**config.mk**
```make
export PLATFORM = sky130hd
export DESIGN_NAME = mem_arb
export DESIGN_NICKNAME = d
export VERILOG_FILES = /design/src/rtl/mem_arb_pkg.sv /design/src/rtl/mem_arb_slot.sv /design/src/rtl/mem_arb.sv
export SDC_FILE = /design/constraint.sdc
export NUM_CORES = 1
export LEC_CHECK = 0
export BUFFER_PORTS_ARGS = -buffer_cell sky130_fd_sc_hd__buf_2
export CAP_MARGIN = 20
export CORE_ASPECT_RATIO = 1.25
export CORE_MARGIN = 5
export CORE_UTILIZATION = 50
export DETAILED_ROUTE_END_ITERATION = 10
export PLACE_DENSITY_LB_ADDON = 0.25
export SETUP_SLACK_MARGIN = 0.05
export SLEW_MARGIN = 20
export SYNTH_ARGS = -nofsm -noshare
export SYNTH_HDL_FRONTEND = slang
export SYNTH_SLANG_ARGS = --single-unit
```
**constraint.sdc**
```tcl
create_clock -name clk -period 14.84 [get_ports clk]
set_input_delay 4.452 -clock clk [delete_from_list [all_inputs] [get_ports clk]]
set_output_delay 4.452 -clock clk [all_outputs]
set_load 0.02 [all_outputs]
```
**src/rtl/mem_arb_pkg.sv**
```systemverilog
// Shared types and encodings for the instruction/data memory-port arbiter.
package mem_arb_pkg;

  typedef enum logic [1:0] {
    ST_IDLE,
    ST_ISSUE,
    ST_WAIT
  } state_e;

  typedef enum logic {
    OWN_I,
    OWN_D
  } owner_e;

  // Fault field layout shared by m_err, imem_bad and dmem_bad.
  localparam int          BAD_XES  = 1;
  localparam int          BAD_PAGE = 0;
  localparam logic [1:0]  BAD_OK   = 2'b00;

  function automatic logic [1:0] bad_of(input logic [1:0] err);
    logic [1:0] bad;
    bad           = BAD_OK;
    bad[BAD_XES]  = err[BAD_XES];
    bad[BAD_PAGE] = err[BAD_PAGE];
    return bad;
  endfunction

endpackage

```
**src/rtl/mem_arb_slot.sv**
```systemverilog
// One pending-request register: captured on a request pulse, dropped on grant or kill.
module mem_arb_slot
  import mem_arb_pkg::*;
#(
  parameter int ADDR_W = 32,
  parameter int DATA_W = 32
) (
  input  logic                clk,
  input  logic                rst,
  input  logic                capture,
  input  logic                clear,
  input  logic                kill,
  input  logic [ADDR_W-1:0]   addr,
  input  logic                we,
  input  logic [DATA_W/8-1:0] wstrb,
  input  logic [DATA_W-1:0]   wdata,
  output logic                valid,
  output logic [ADDR_W-1:0]   q_addr,
  output logic                q_we,
  output logic [DATA_W/8-1:0] q_wstrb,
  output logic [DATA_W-1:0]   q_wdata
);

  // NOTE: sequential state uses <= so every register samples pre-edge values.
  always_ff @(posedge clk or posedge rst) begin
    if (rst) begin
      valid <= 1'b0;
    end else if (capture) begin
      // A new request beats a same-cycle kill: the kill targets the old fetch.
      valid <= 1'b1;
    end else if (clear || kill) begin
      valid <= 1'b0;
    end
  end

  // NOTE: payload is reset too, so the bus never shows X fields after reset.
  always_ff @(posedge clk or posedge rst) begin
    if (rst) begin
      q_addr  <= '0;
      q_we    <= 1'b0;
      q_wstrb <= '0;
      q_wdata <= '0;
    end else if (capture) begin
      q_addr  <= addr;
      q_we    <= we;
      q_wstrb <= wstrb;
      q_wdata <= wdata;
    end
  end

endmodule

```
**src/rtl/mem_arb.sv**
```systemverilog
// Shares one single-outstanding bus port between the fetch and load/store requesters,
// with data priority bounded by an anti-starvation streak counter.
module mem_arb
  import mem_arb_pkg::*;
#(
  parameter int ADDR_W     = 32,
  parameter int DATA_W     = 32,
  parameter int STARVE_MAX = 4
) (
  input  logic                clk,
  input  logic                rst,
  input  logic                imem_req,
  input  logic [ADDR_W-1:0]   imem_addr,
  input  logic                imem_kill,
  output logic [DATA_W-1:0]   imem_rdata,
  output logic [1:0]          imem_bad,
  output logic                imem_busy,
  input  logic                dmem_req,
  input  logic                dmem_we,
  input  logic [DATA_W/8-1:0] dmem_wstrb,
  input  logic [ADDR_W-1:0]   dmem_addr,
  input  logic [DATA_W-1:0]   dmem_wdata,
  output logic [DATA_W-1:0]   dmem_rdata,
  output logic [1:0]          dmem_bad,
  output logic                dmem_busy,
  output logic                m_req,
  output logic [ADDR_W-1:0]   m_addr,
  output logic                m_we,
  output logic [DATA_W/8-1:0] m_wstrb,
  output logic [DATA_W-1:0]   m_wdata,
  input  logic                m_gnt,
  input  logic                m_rvalid,
  input  logic [DATA_W-1:0]   m_rdata,
  input  logic [1:0]          m_err
);

  localparam int STRB_W   = DATA_W / 8;
  localparam int STREAK_W = $clog2(STARVE_MAX + 1);
  localparam logic [STREAK_W-1:0] STREAK_SAT = STREAK_W'(STARVE_MAX);

  state_e                state;
  owner_e                owner;
  logic [STREAK_W-1:0]   streak;
  logic                  i_killed;
  logic                  inflight_we;

  logic                  i_pend, d_pend;
  logic [ADDR_W-1:0]     i_addr, d_addr;
  logic                  i_we, d_we;
  logic [STRB_W-1:0]     i_wstrb, d_wstrb;
  logic [DATA_W-1:0]     i_wdata, d_wdata;

  logic [DATA_W-1:0]     i_rdata_q, d_rdata_q;
  logic [1:0]            i_bad_q, d_bad_q;

  logic i_cap, d_cap;
  logic i_on_bus, i_kill_pend, i_pend_eff;
  logic granted, i_clear, d_clear;
  logic sel_i;
  logic resp_i, resp_d, i_killed_now;
  logic [1:0] resp_bad;

  assign i_cap = imem_req & ~imem_busy;
  assign d_cap = dmem_req & ~dmem_busy;

  // A fetch already driven on the bus cannot be withdrawn; any other pending fetch can.
  assign i_on_bus    = (state == ST_ISSUE) && (owner == OWN_I);
  assign i_kill_pend = imem_kill & ~i_on_bus;
  assign i_pend_eff  = i_pend & ~i_kill_pend;

  assign granted = (state == ST_ISSUE) & m_req & m_gnt;
  assign i_clear = granted & (owner == OWN_I);
  assign d_clear = granted & (owner == OWN_D);

  assign sel_i = i_pend_eff & (~d_pend | (streak == STREAK_SAT));

  assign resp_i       = (state == ST_WAIT) & m_rvalid & (owner == OWN_I);
  assign resp_d       = (state == ST_WAIT) & m_rvalid & (owner == OWN_D);
  assign i_killed_now = i_killed | imem_kill;
  assign resp_bad     = bad_of(m_err);

  assign imem_busy = i_pend | ((state == ST_WAIT) & (owner == OWN_I) & ~m_rvalid);
  assign dmem_busy = d_pend | ((state == ST_WAIT) & (owner == OWN_D) & ~m_rvalid);

  // Response data bypasses in its arrival cycle, then holds the registered copy.
  assign imem_rdata = (resp_i & ~i_killed_now) ? m_rdata  : i_rdata_q;
  assign imem_bad   = (resp_i & ~i_killed_now) ? resp_bad : i_bad_q;
  assign dmem_rdata = (resp_d & ~inflight_we)  ? m_rdata  : d_rdata_q;
  assign dmem_bad   = resp_d                   ? resp_bad : d_bad_q;

  mem_arb_slot #(.ADDR_W(ADDR_W), .DATA_W(DATA_W)) u_i_slot (
    .clk     (clk),
    .rst     (rst),
    .capture (i_cap),
    .clear   (i_clear),
    .kill    (i_kill_pend),
    .addr    (imem_addr),
    .we      (1'b0),
    .wstrb   ('0),
    .wdata   ('0),
    .valid   (i_pend),
    .q_addr  (i_addr),
    .q_we    (i_we),
    .q_wstrb (i_wstrb),
    .q_wdata (i_wdata)
  );

  mem_arb_slot #(.ADDR_W(ADDR_W), .DATA_W(DATA_W)) u_d_slot (
    .clk     (clk),
    .rst     (rst),
    .capture (d_cap),
    .clear   (d_clear),
    .kill    (1'b0),
    .addr    (dmem_addr),
    .we      (dmem_we),
    .wstrb   (dmem_wstrb),
    .wdata   (dmem_wdata),
    .valid   (d_pend),
    .q_addr  (d_addr),
    .q_we    (d_we),
    .q_wstrb (d_wstrb),
    .q_wdata (d_wdata)
  );

  always_ff @(posedge clk or posedge rst) begin
    if (rst) begin
      state       <= ST_IDLE;
      owner       <= OWN_I;
      streak      <= '0;
      i_killed    <= 1'b0;
      inflight_we <= 1'b0;
      m_req       <= 1'b0;
      m_addr      <= '0;
      m_we        <= 1'b0;
      m_wstrb     <= '0;
      m_wdata     <= '0;
    end else begin
      unique case (state)
        ST_IDLE: begin
          if (i_pend_eff || d_pend) begin
            state       <= ST_ISSUE;
            owner       <= sel_i ? OWN_I : OWN_D;
            inflight_we <= sel_i ? i_we : d_we;
            m_req       <= 1'b1;
            m_addr      <= sel_i ? i_addr  : d_addr;
            m_we        <= sel_i ? i_we    : d_we;
            m_wstrb     <= sel_i ? i_wstrb : d_wstrb;
            m_wdata     <= sel_i ? i_wdata : d_wdata;
            // Streak counts D grants that bypassed a waiting fetch.
            if (sel_i || !i_pend_eff) begin
              streak <= '0;
            end else if (streak != STREAK_SAT) begin
              streak <= streak + STREAK_W'(1);
            end
          end
        end
        ST_ISSUE: begin
          if (imem_kill && owner == OWN_I) begin
            i_killed <= 1'b1;
          end
          if (m_gnt) begin
            state   <= ST_WAIT;
            m_req   <= 1'b0;
            m_addr  <= '0;
            m_we    <= 1'b0;
            m_wstrb <= '0;
            m_wdata <= '0;
          end
        end
        ST_WAIT: begin
          if (m_rvalid) begin
            state    <= ST_IDLE;
            i_killed <= 1'b0;
          end else if (imem_kill && owner == OWN_I) begin
            i_killed <= 1'b1;
          end
        end
        default: state <= ST_IDLE;
      endcase
    end
  end

  always_ff @(posedge clk or posedge rst) begin
    if (rst) begin
      i_rdata_q <= '0;
      i_bad_q   <= BAD_OK;
      d_rdata_q <= '0;
      d_bad_q   <= BAD_OK;
    end else begin
      if (resp_i && !i_killed_now) begin
        i_rdata_q <= m_rdata;
        i_bad_q   <= resp_bad;
      end
      // Writes report status only; load data from an earlier read stays visible.
      if (resp_d) begin
        if (!inflight_we) begin
          d_rdata_q <= m_rdata;
        end
        d_bad_q <= resp_bad;
      end
    end
  end

endmodule

```
==> results of run 1 <==
[worst max-delay path, cell delays in order]
cell and delay [ps]:
buf_2 120, nand3_1 130, or2_2 660, mux2_1 420, buf_2 180
[state kept, by name, summed over array words and instances (netlist names), 2 cells and up]
name and cells:
d_rdata_q 32, i_rdata_q 32, m_addr 32, m_wdata 32, u_d_slot.q_addr 32, u_d_slot.q_wdata 32, u_i_slot.q_addr 32, m_wstrb 4
u_d_slot.q_wstrb 4, streak 3, d_bad_q 2, i_bad_q 2, state 2
[stage by stage]
step / hold WS, ps / instances / power [mW] / util (%) / instance area, um2
floorplan: 448.8 / 629 / 1.872 / - / 9684
global placement: 462.1 / 1114 / 2.153 / 58.40 / 11240
detailed placement: 469.4 / 1114 / 2.190 / 58.40 / 11240
CTS: 482.8 / 1157 / 2.809 / 62.55 / 12050
global route: 500.5 / 1162 / 2.942 / 62.62 / 12060
finish: 482.5 / 1162 / 2.772 / 62.62 / 12060
[metal layers]
layer,global-route usage (%),part of all wire (%),routed length (um)
met2,33.57,50,11220
met1,25.07,39,8771
met3,5.158,7.8,1745
met4,6.599,2.6,585
met5,0,0.11,25
[cell type report]
type,instances,area (um2),area share [%]
clock buffer,36,737.0,6.112
tap,236,295.3,2.449
clock inverter,7,63.81,0.5292
multi-input combinational,328,3199,26.53
timing repair buffer,289,1466,12.16
inverter,12,52.55,0.4358
sequential,249,6231,51.68
antenna,5,12.51,0.1038
[final timing paths]
| path | from | end | slack [ps] | cells past startpoint |
|---|---|---|---|---|
| worst max register to register | state[0]$_DFFE_PP0P_ | u_d_slot.q_wstrb[3]$_DFFE_PP0P_ | 11840 | 7 |
| worst max-delay path | m_rvalid | dmem_rdata[14] | 4420 | 5 |
| max in group asynchronous | rst | u_d_slot.q_wdata[9]$_DFFE_PP0P_ | 8690 | 4 |
| min in group asynchronous | rst | d_rdata_q[10]$_DFFE_PP0P_ | 4130 | 2 |
| worst min register to register | u_d_slot.q_wdata[29]$_DFFE_PP0P_ | m_wdata[29]$_DFFE_PP0P_ | 480 | 1 |
| worst min-delay path | u_d_slot.q_wdata[29]$_DFFE_PP0P_ | m_wdata[29]$_DFFE_PP0P_ | 480 | 1 |
[Yosys cell counts (all sizes together), types with 2 or more instances]
library cell    n
a21oi           5
a221o          32
a22o           38
a31oi           3
a32o            3
and2           33
and3            2
buf            32
clkbuf          8
dfrtp         249
ha              7
inv            12
mux2          170
nand2           9
nand2b          2
nand3           3
nand4           2
nor2            2
nor2b           2
o21ai           6
[power by group through the flow]
stage                     clock, mW  combinational, mW  sequential (mW)
after CTS                     0.628               1.07             1.11
after detailed placement          0               1.07             1.12
after floorplan                   0              0.710             1.16
after global placement            0               1.05             1.11
final                         0.609               1.06             1.11
after global routing          0.656               1.14             1.14
[kinds of logic (layout without fill, tap and decap cells)]
logic type | after synthesis | in the layout
flip-flops | 249 | 249
multiplexers | 170 | 170
AO/OA/AOI/OAI | 92 | 92
AND/OR/NAND/NOR | 59 | 59
buffers and inverters | 52 | 344
adder cells (fa/ha/maj) | 7 | 7
other | 0 | 5
==> flow_metrics.env, run 1 <==
export IMPL_ios=282
export IMPL_seq_area_frac_synth_pct=64.34
export IMPL_p_per_area_nw_per_um2=229.9
export IMPL_fin_ws_ps=4417
export IMPL_grt_pass1_vias=6640
export IMPL_dp_hpwl_um=15340
export IMPL_worst_path_max_fanout=32
export IMPL_syn_to_final_growth_pct=24.51
export IMPL_cts_resized=0
export IMPL_layout_commonest_cell="buf_2"
export IMPL_drt_initial_drc_count=217
export IMPL_postSynthCellCount=629
export IMPL_hold_path_class="register to register"
export IMPL_cts_sinks=249
export IMPL_switching_share_pct=35.09
export IMPL_synth_ff_type="dfrtp_1"
export IMPL_portBuffers=281
export IMPL_wl_per_cell_um=19.23
export IMPL_vias_per_cell=5.320
export IMPL_die_y_um=165.6
export IMPL_ys_seq_elements=249
export IMPL_dr_pass1_iters=4
export IMPL_routabilityCongestion=0.7825
export IMPL_crit_arrival_ps=5970
export IMPL_synth_fa_ha_area_share_pct=0.9044
export IMPL_clock_power_share_pct=22.0
export IMPL_power_frac_comb_pct=38.1
export IMPL_switchingPower_uw=972.9
export IMPL_tightest_slew_ps=1079
export IMPL_fin_tns_setup_ps=0
export IMPL_grtUsageTotal_pct=19.90
export IMPL_cp_start_kind="input port"
export IMPL_setup_viol=0
export IMPL_synth_xor_area_share_pct=0
export IMPL_rsz0062_at_grt="no"
export IMPL_clk_latency_ps=510
export IMPL_die_x_um=134.5
export IMPL_core_rowCount=57
export IMPL_dp_slack_ps=4397
export IMPL_sequentialPowerShare_pct=39.9
export IMPL_syn_mean_instance_area_um2=15.40
export IMPL_synth_simple_area_share_pct=3.760
export IMPL_nets=1054
export IMPL_cts_tree="done"
export IMPL_ys_top_cells_by_area="dfrtp_1, mux2_2, a22o_1"
export IMPL_critPathRequiredTime_ps=10390
export IMPL_final_cell_mix="buf_2, dfrtp_1, mux2_2"
export IMPL_synth_compound_area_share_pct=8.566
export IMPL_ys_types=34
export IMPL_finalClockSkew_ps=7.327
export IMPL_async_flop_share_pct=100.0
export IMPL_synth_fp_nets=778
export IMPL_p_leak_nw=6.101
export IMPL_critical_path_class="input port to primary output"
export IMPL_maxCapViolCount=0
export IMPL_grt_pass1_wl_um=36110
export IMPL_vdd_drop_max_uv=121.5
export IMPL_max_freq_mhz=95.94
export IMPL_post_route_period_util_pct=70.24
export IMPL_endpoint_kind="primary output"
export IMPL_drt_total_wl_um=22350
export IMPL_cts_hold_buf=0
export IMPL_synth_top_family_by_area="multiplexers"
export IMPL_cts_htree_levels=1
export IMPL_placeableCoreArea_um2=19260
export IMPL_num_vias=6182
export IMPL_overflow=0
export IMPL_drive_gt1_share_pct=54.29
export IMPL_synth_top_cell_area_share_pct=64.34
export IMPL_p_int_mw=1.799
export IMPL_dieArea_um2=22270
export IMPL_yosys_warnings=0
export IMPL_clkTransAtPathRegs_ps=60
export IMPL_fillers=1539
export IMPL_status="complete, no violations"
export IMPL_syn_cell_area_um2=9684
export IMPL_root_buffer="clkbuf_16"
export IMPL_synth_largest_area_cell="dfrtp_1"
export IMPL_ant_nets=0
export IMPL_start_util_pct=50.29
export IMPL_hold_viol_final=0
export IMPL_fin_crit_ps=10420
export IMPL_grt_max_degree=129
export IMPL_synthMuxAreaShare_pct=19.77
export IMPL_slew_viol_final=0
export IMPL_cts_setup_buffers=0
export IMPL_max_slew_margin_rel_pct=28.08
export IMPL_drc_errors=0
export IMPL_synth_enable_flop_cells=0
export IMPL_max_clock_path_buffers=3
export IMPL_antenna_found_initial=7
export IMPL_numCtsBuffers=25
Note: power is estimated with default switching activity, not from simulation.
==> inputs of run 2 (changes only) <==
==> constraint.sdc (replaced) <==
create_clock -name clk -period 9.8 [get_ports clk]
set_input_delay 2.94 -clock clk [delete_from_list [all_inputs] [get_ports clk]]
set_output_delay 2.94 -clock clk [all_outputs]
set_load 0.02 [all_outputs]
==> flow_metrics.env, run 2 (synthesis gave the netlist of run 1 again) <==
export IMPL_drt_initial_drc_count=240
export IMPL_worst_path_max_fanout=32
export IMPL_die_x_um=134.5
export IMPL_clkTransAtPathRegs_ps=60
export IMPL_placeableCoreArea_um2=19260
export IMPL_final_cell_mix="buf_2, dfrtp_1, mux2_2"
export IMPL_fin_cells=1162
export IMPL_post_route_period_util_pct=75.33
export IMPL_clk_latency_ps=510
export IMPL_status="complete, no violations"
export IMPL_fin_crit_ps=7382
export IMPL_vias_per_cell=5.320
export IMPL_crit_arrival_ps=4440
export IMPL_portBuffers=281
export IMPL_critPathRequiredTime_ps=6860
export IMPL_p_per_area_nw_per_um2=351.2
export IMPL_max_freq_mhz=135.5
export IMPL_nets=1053
export IMPL_die_y_um=165.6
export IMPL_num_vias=6182
export IMPL_drive_gt1_share_pct=54.12
export IMPL_critical_path_class="input port to primary output"
export IMPL_ios=282
export IMPL_hold_viol_final=0
export IMPL_finalClockSkew_ps=10.75
export IMPL_seq_area_um2=6231
export IMPL_dp_hpwl_um=14820
export IMPL_max_slew_margin_rel_pct=34.53
export IMPL_dieArea_um2=22270
export IMPL_overflow=0
export IMPL_endpoint_kind="primary output"
export IMPL_numCtsBuffers=25
export IMPL_core_rowCount=57
export IMPL_rsz0062_at_grt="no"
export IMPL_fillers=1552
export IMPL_cts_tree="done"
export IMPL_tightest_slew_ps=982.0
export IMPL_maxCapViolCount=0
export IMPL_wl_per_cell_um=19.17
export IMPL_grtUsageTotal_pct=19.77
export IMPL_final_core_util_pct=62.90
export IMPL_fin_tns_setup_ps=0
export IMPL_routabilityCongestion=0.7879
export IMPL_max_clock_path_buffers=3
export IMPL_layout_commonest_cell="buf_2"
export IMPL_antenna_found_initial=5
export IMPL_hold_path_class="register to register"
export IMPL_grt_pass1_wl_um=35910
export IMPL_timing_hold_ws_ps=482.7
export IMPL_setup_viol=0
export IMPL_vdd_drop_max_uv=191.2
export IMPL_drc_errors=0
export IMPL_grt_max_degree=170
export IMPL_slew_viol_final=0
export IMPL_final_cell_area_um2=12110
export IMPL_placed_area_um2=11240
export IMPL_multiInputGateArea_um2=3206
export IMPL_grt_pass1_vias=6662
export IMPL_dr_pass1_iters=4
export IMPL_root_buffer="clkbuf_16"
export IMPL_p_leak_nw=6.113
export IMPL_start_util_pct=50.29
export IMPL_post_place_cells=1112
export IMPL_cts_htree_levels=1
export IMPL_cts_resized=0
export IMPL_cts_sinks=249
export IMPL_cts_setup_buffers=0
export IMPL_syn_to_final_growth_pct=25.08
export IMPL_cts_hold_buf=0
export IMPL_drt_total_wl_um=22270
export IMPL_cp_start_kind="input port"
export IMPL_ant_nets=0
[run 2: changes by cell type in the layout (fill, tap and decap cells not counted), moves of 2 or more]
cell	delta
buf_4	-4
clkinvlp_4	+2
clkinv_2	-4
clkbuf_8	+2
clkbuf_1	+3
[run 2: layout make-up]
type,instances,area share [%]
antenna,4,0.08264
clock buffer,41,6.404
clock inverter,4,0.4235
inverter,12,0.4028
multi-input combinational,328,26.46
sequential,249,51.44
tap,236,2.438
timing repair buffer,288,12.34
[run 2: report_power, final]
part           internal (mW)  switching (mW)  total [mW]
sequential              1.48           0.197        1.68
combinational          0.718           0.908        1.63
clock                  0.565           0.385       0.949
total                   2.76            1.49        4.25
[run 2: per-stage QoR]
step	total power [mW]	worst slack, ps
6_report	4.254	2418
3_5_place_dp	3.316	2391
2_1_floorplan	2.835	2648
5_1_grt	4.520	2293
3_3_place_gp	3.262	2405
4_1_cts	4.286	2390
[run 2: path summary, 6_finish.rpt]
path	start	end	slack, ps	depth (start not counted)
max reg2reg	state[0]$_DFFE_PP0P_	u_d_slot.q_wdata[7]$_DFFE_PP0P_	7110	6
min in group asynchronous	rst	d_rdata_q[10]$_DFFE_PP0P_	2650	3
max in group asynchronous	rst	u_i_slot.q_addr[9]$_DFFE_PP0P_	5880	4
min	u_d_slot.q_wdata[25]$_DFFE_PP0P_	m_wdata[25]$_DFFE_PP0P_	480	1
min reg2reg	u_d_slot.q_wdata[25]$_DFFE_PP0P_	m_wdata[25]$_DFFE_PP0P_	480	1
max	m_rvalid	dmem_rdata[31]	2420	5
[run 2: metal layers]
layer,track usage (%),vias to the layer above,wire length (um)
met5,0,-,20
met4,6.200,2,553
met3,5.583,40,1767
met2,33.35,209,11180
met1,24.75,3092,8753
li1,-,2839,-
[run 2: critical path: stages]
cell and delay, ps:
buf_2 120, nand3_1 140, or2_2 640, mux2_2 430, buf_2 160
